<file path="src/rtl/gpio_scan_sequencer.sv">
// ---------------------------------------------------------------------------
// gpio_scan_sequencer
//
// Purpose:
//   Upstream driver for the GPIO one-hot decoder. A start request
//   validates a pin range [first_pin..last_pin]. If the range is good,
//   the block steps a 1-based pin index across it. Each index is held
//   for dwell+1 clock cycles. In one-shot mode the scan ends with a
//   single-cycle done pulse. In continuous mode it wraps from last back
//   to first until stop is asserted. A start with a bad range is
//   rejected with a single-cycle err pulse.
//
//   sel feeds the decoder's index input directly:
//     0     -> no pin selected
//     1..N  -> GPIO bit 0..N-1
//
// Parameters:
//   NUM_PINS  highest legal pin index
//   IDX_W     index width (2**IDX_W must exceed NUM_PINS)
//   DWELL_W   width of the dwell configuration and the dwell counter
//
// Ports:
//   clk         in   system clock, rising edge
//   nrst        in   asynchronous active-low reset
//   start       in   single-cycle scan request, sampled only while idle
//   stop        in   abort request, level-sampled every cycle
//   continuous  in   1 = wrap forever, 0 = one-shot (latched at start)
//   first_pin   in   first pin index, 1-based (latched at start)
//   last_pin    in   last pin index, 1-based (latched at start)
//   dwell       in   extra hold cycles per pin (latched at start)
//   sel         out  current pin index, 0 when not scanning
//   busy        out  high while a scan is running
//   done        out  one-cycle pulse when a one-shot scan completes
//   err         out  one-cycle pulse when a start is rejected
//
// All outputs are registered.
// ---------------------------------------------------------------------------
module gpio_scan_sequencer #(
    parameter int NUM_PINS = 34,
    parameter int IDX_W    = 6,
    parameter int DWELL_W  = 16
) (
    input  logic               clk,
    input  logic               nrst,
    input  logic               start,
    input  logic               stop,
    input  logic               continuous,
    input  logic [IDX_W-1:0]   first_pin,
    input  logic [IDX_W-1:0]   last_pin,
    input  logic [DWELL_W-1:0] dwell,
    output logic [IDX_W-1:0]   sel,
    output logic               busy,
    output logic               done,
    output logic               err
);

    // Highest legal index, sized to the index width so that the range
    // check compares operands of equal width.
    localparam logic [IDX_W-1:0] MAX_PIN = IDX_W'(NUM_PINS);

    typedef enum logic {
        IDLE = 1'b0,
        SCAN = 1'b1
    } state_t;

    state_t               state_q, state_d;
    logic [IDX_W-1:0]     sel_q, sel_d;
    logic                 busy_q, busy_d;
    logic                 done_q, done_d;
    logic                 err_q, err_d;
    logic [DWELL_W-1:0]   cnt_q, cnt_d;

    // Configuration captured when a start is accepted. The inputs may
    // change freely while a scan runs without affecting it.
    logic [IDX_W-1:0]     first_q, first_d;
    logic [IDX_W-1:0]     last_q, last_d;
    logic [DWELL_W-1:0]   dwell_q, dwell_d;
    logic                 cont_q, cont_d;

    logic                 cfg_valid;
    logic                 dwell_expired;
    logic                 at_last;

    // A pin range is usable only when it is non-empty, starts at 1 or
    // above (0 means "no pin" to the decoder) and stays within the pins
    // that exist.
    always_comb begin
        cfg_valid = (first_pin != '0)
                 && (first_pin <= last_pin)
                 && (last_pin <= MAX_PIN);
    end

    // The dwell counter runs 0..dwell_q. The compare uses the full
    // counter width, so the largest dwell value is safe to use.
    always_comb begin
        dwell_expired = (cnt_q == dwell_q);
        at_last       = (sel_q == last_q);
    end

    // Next-state and next-output logic. Every _d signal defaults to its
    // current value, and done/err default low, so both pulses last a
    // single cycle without any extra logic.
    always_comb begin
        state_d = state_q;
        sel_d   = sel_q;
        busy_d  = busy_q;
        done_d  = 1'b0;
        err_d   = 1'b0;
        cnt_d   = cnt_q;
        first_d = first_q;
        last_d  = last_q;
        dwell_d = dwell_q;
        cont_d  = cont_q;

        unique case (state_q)
            IDLE: begin
                sel_d  = '0;
                busy_d = 1'b0;
                cnt_d  = '0;
                // When start and stop arrive together, the request is
                // dropped silently: neither a scan nor an err pulse.
                if (start && !stop) begin
                    if (cfg_valid) begin
                        first_d = first_pin;
                        last_d  = last_pin;
                        dwell_d = dwell;
                        cont_d  = continuous;
                        sel_d   = first_pin;
                        busy_d  = 1'b1;
                        state_d = SCAN;
                    end else begin
                        err_d = 1'b1;
                    end
                end
            end

            SCAN: begin
                // Stop wins over both advance and wrap. Aborting a scan
                // never raises done.
                if (stop) begin
                    sel_d   = '0;
                    busy_d  = 1'b0;
                    cnt_d   = '0;
                    state_d = IDLE;
                end else if (!dwell_expired) begin
                    cnt_d = cnt_q + DWELL_W'(1);
                end else begin
                    cnt_d = '0;
                    if (!at_last) begin
                        // sel never passes last_q, and last_q is at most
                        // NUM_PINS, so this increment cannot overflow.
                        sel_d = sel_q + IDX_W'(1);
                    end else if (cont_q) begin
                        sel_d = first_q;
                    end else begin
                        sel_d   = '0;
                        busy_d  = 1'b0;
                        done_d  = 1'b1;
                        state_d = IDLE;
                    end
                end
            end

            default: begin
                sel_d   = '0;
                busy_d  = 1'b0;
                cnt_d   = '0;
                state_d = IDLE;
            end
        endcase
    end

    // State, output and configuration registers. Reset clears every
    // register, including the latched configuration, so a reset in the
    // middle of a scan drops all outputs immediately.
    always_ff @(posedge clk or negedge nrst) begin
        if (!nrst) begin
            state_q <= IDLE;
            sel_q   <= '0;
            busy_q  <= 1'b0;
            done_q  <= 1'b0;
            err_q   <= 1'b0;
            cnt_q   <= '0;
            first_q <= '0;
            last_q  <= '0;
            dwell_q <= '0;
            cont_q  <= 1'b0;
        end else begin
            state_q <= state_d;
            sel_q   <= sel_d;
            busy_q  <= busy_d;
            done_q  <= done_d;
            err_q   <= err_d;
            cnt_q   <= cnt_d;
            first_q <= first_d;
            last_q  <= last_d;
            dwell_q <= dwell_d;
            cont_q  <= cont_d;
        end
    end

    assign sel  = sel_q;
    assign busy = busy_q;
    assign done = done_q;
    assign err  = err_q;

endmodule

</file>
<file path="config.mk">
export PLATFORM = sky130hd
export DESIGN_NAME = gpio_scan_sequencer
export DESIGN_NICKNAME = d
export VERILOG_FILES = /design/src/rtl/gpio_scan_sequencer.sv
export SDC_FILE = /design/constraint.sdc
export NUM_CORES = 1
export LEC_CHECK = 0
export BUFFER_PORTS_ARGS = -buffer_cell sky130_fd_sc_hd__buf_2
export CELL_PAD_IN_SITES_DETAIL_PLACEMENT = 2
export CELL_PAD_IN_SITES_GLOBAL_PLACEMENT = 2
export CORE_MARGIN = 2
export CORE_UTILIZATION = 30
export CTS_CLUSTER_SIZE = 8
export DETAILED_ROUTE_END_ITERATION = 10
export GPL_TIMING_DRIVEN = 1
export PLACE_DENSITY = 0.7
export SLEW_MARGIN = 40
export SYNTH_ARGS = -nofsm -noshare
export SYNTH_HDL_FRONTEND = slang
export SYNTH_SLANG_ARGS = --single-unit
</file>
<file path="constraint.sdc">
create_clock -name clk -period 6 [get_ports clk]
set_input_delay 1.2 -clock clk [delete_from_list [all_inputs] [get_ports clk]]
set_output_delay 1.2 -clock clk [all_outputs]
set_load 0.02 [all_outputs]
</file>
==> results by group <==
Synth
  – Top-count cell post-synth: dfrtp_1
  – Share of the synthesized area in the top cell type: 47.8%
  – Syn Nets: 296
  – Yosys top cell by area: dfrtp_1
  – Post-synth top flop: dfrtp_1
  – Avg Inst Size Synth: 11.3 um^2
  – Post-Syn Area: 0.00288 mm^2
  – Synth top area cells: dfrtp_1, xor2_1, mux2_2, xnor2_1, ha_1
  – Register area share after synthesis: 47.8%
  – #FFs+latches synth: 55
  – Number of enable flip-flop cells after synthesis: 0
  – Synth cell types: 37
  – Async set-or-reset flop fraction in the synthesized netlist: 100%
  – Cells after Synth: 255
  – Synth top cells by count: dfrtp_1, xor2_1, nor2_1
  – Synth warn: 0

Job
  – Max-cap violations: 0

STA
  – Period minus WS final: approximately 3.4 ns
  – Fin. max-slew vios: 0
  – Endpoints failing hold: 0
  – Final TNS setup: 0 ns
  – Final setup viols: 0
  – Final worst-path cycle share: 57.2%
  – Achievable clock frequency: 0.291 GHz
  – Slew HR: 44.4%
  – Worst-margin pin slew: 0.830 ns
  – RSZ-0062 raised after global routing: no
  – Final worst slack: 2.57 ns
  – Clock skew: 0.00792 ns

Route
  – Initial DRC count: between 70 and 80
  – Routed WL per cell: roughly 17 um
  – Antenna Nets Post-Route: 0
  – Initial DRT Pass Iterations: 4
  – DRC errors left: 0
  – Drt total wl: ~7.5 mm
  – Vias/cell: 4.94
  – Via count: approximately 2100

Clock tree
  – Num CTS Buffers: 5
  – Postcts setup bufs: 0
  – Clk buf depth: 2
  – Clock-pin slew on the worst setup and hold paths: 0.10 ns
  – PostCTS Resize Cnt: 0
  – CTS Hold Bufs: 0
  – CTS tree: done
  – CTS root buf: clkbuf_8
  – CTS Sinks: 55
  – Worst skew pair latency: 0.31 ns
  – Htree depth: 2

Global route
  – Vias in the first global route: 2284
  – Initial antenna violation count: 0
  – Grt total ovfl: 0
  – Largest net degree at the start of global routing: 56
  – All-Layer GR Usage: 15.3%
  – First-pass GRT wire length: 12.3 mm

Min path
  – Hold Path Class: reg -> reg

Worst setup path
  – Critical Path AT: roughly 3.6 ns
  – Critical path class: in -> reg
  – CP Launch Type: input port
  – Worst Path Required: 6.20 ns
  – Critical path capture point type: flop
  – Worst Path Max Fanout: 29

Final layout
  – P&R area growth vs syn: 14.9%
  – Multi-input logic area: between 0.001 and 0.0015 mm^2
  – Nets: 338
  – Antenna cell count: 0
  – Layout cell share with drive strength beyond 1: ~27%
  – Register area: around 0.0014 mm^2
  – Design area: 0.00331 mm^2
  – Fill cells: 1052
  – Final core utilization: about 36%

Place
  – IO Port Bufs: 41
  – Placed cell areas: 0.00322 mm^2
  – Detail Placement HPWL: 5.45 mm
  – Gp weighted congestion: about 0.74
  – Dpl ws: 2.22 ns

Floorplanning
  – I/O pin total: 42
  – Die X: 102 um
  – Initial Util: 31.0%
  – Area of the die: 0.0104 mm^2
  – Chip height: 102 um
  – Row count: 35
  – Core footprint: about 0.0093 mm^2

Pwr
  – Combinational power share: 22.7%
  – Switching share of total power: 31.3%
  – P_leak: roughly 1.5 nW
  – Worst VDD drop: 0.0942 mV
  – Internal Power: 630 uW
  – Power density cells: 277 mW/mm^2
  – Net load switching power: 287 uW
  – Final Power: 917 uW
  – Sequential share of power: 54.4%
  – Clock power share: 22.9%

Run status
  – Status: completed
## cell usage in the layout, fill, tap and decap left out, types with 2 or more instances in the layout
cell type | Yosys | final
ha_1 | 8 | 8
nand4_1 | 3 | 3
buf_2 | 2 | 41
xnor2_1 | 12 | 12
buf_4 | 0 | 3
nor3_1 | 3 | 3
o31ai_1 | 6 | 6
and3_1 | 2 | 2
nor4_1 | 7 | 7
and4_1 | 6 | 6
clkbuf_8 | 0 | 5
nor2b_1 | 2 | 2
a21boi_0 | 2 | 2
inv_1 | 10 | 10
mux2_2 | 19 | 19
a21oi_1 | 6 | 6
dfrtp_1 | 55 | 55
nand2_1 | 7 | 6
mux2_4 | 4 | 4
a2bb2oi_1 | 7 | 7
nand3_1 | 17 | 17
nor2_1 | 22 | 22
xor2_1 | 27 | 27
or3_1 | 2 | 2
a22o_1 | 7 | 7
## final timing paths
kind	startpoint	end	slack, ns	cells after the start
hold / removal	first_q[1]	first_q[1]	0.51	1
max in group asynchronous	nrst	sel[1]	4.48	2
setup / recovery	last_pin[2]	dwell_q[9]	2.57	8
setup reg to reg	cnt_q[1]	busy	3.51	5
min in group asynchronous	nrst	cnt_q[8]	1.02	2
hold reg to reg	first_q[1]	first_q[1]	0.51	1
## power by group through the flow
stage	Clock (mW)	Combinational (mW)	Sequential [mW]
floorplan	0	0.145	0.488
global placement	0	0.200	0.503
detailed placement	0	0.209	0.507
CTS	0.222	0.211	0.500
global route	0.235	0.229	0.507
finish	0.210	0.208	0.499
## critical path: stages
cell and delay, ns:
buf_2 0.13, inv_1 0.05, ha_1 0.31, nand3_1 0.11, nor2b_1 0.17, a211oi_4 0.43
nand3_2 0.68, mux2_4 0.53
## metrics by stage
step / instances / hold slack, ns
global route: 427 / 0.525
CTS: 427 / 0.514
detailed placement: 419 / 0.482
finish: 427 / 0.511
floorplan: 255 / 0.459
global placement: 419 / 0.477
## sequential cells by signal, summed over array words and instances (netlist names)
signal,cells
busy,1
cont_q,1
done,1
cnt_q,16
first_q,6
last_q,6
sel,6
state_q,1
err,1
dwell_q,16
## cells by family after synthesis
family | share of synthesized area (%)
AOI/OAI and AO/OA | 9.81
muxes | 9.51
buffers and inverters | 3.08
xor gates and xnor gates | 11.9
and+or+nand+nor | 14.5
DFF | 47.8
adders and majority gates | 3.47
## per-layer routing
layer / share of wire (%) / global-route usage, %
met5: 0 / 0
met4: 0.95 / 4.00
met3: 1.7 / 1.78
met2: 50 / 25.2
met1: 48 / 21.6
## cell type report
class	count	share of cell area, %
Clock buffer	6	2.19
Clock inverter	2	0.491
Inverter	10	1.13
Multi-Input combinational cell	181	42.9
Sequential cell	55	41.6
Tap cell	129	4.88
Timing Repair Buffer	44	6.88
Power figures use the tool's default switching activity.
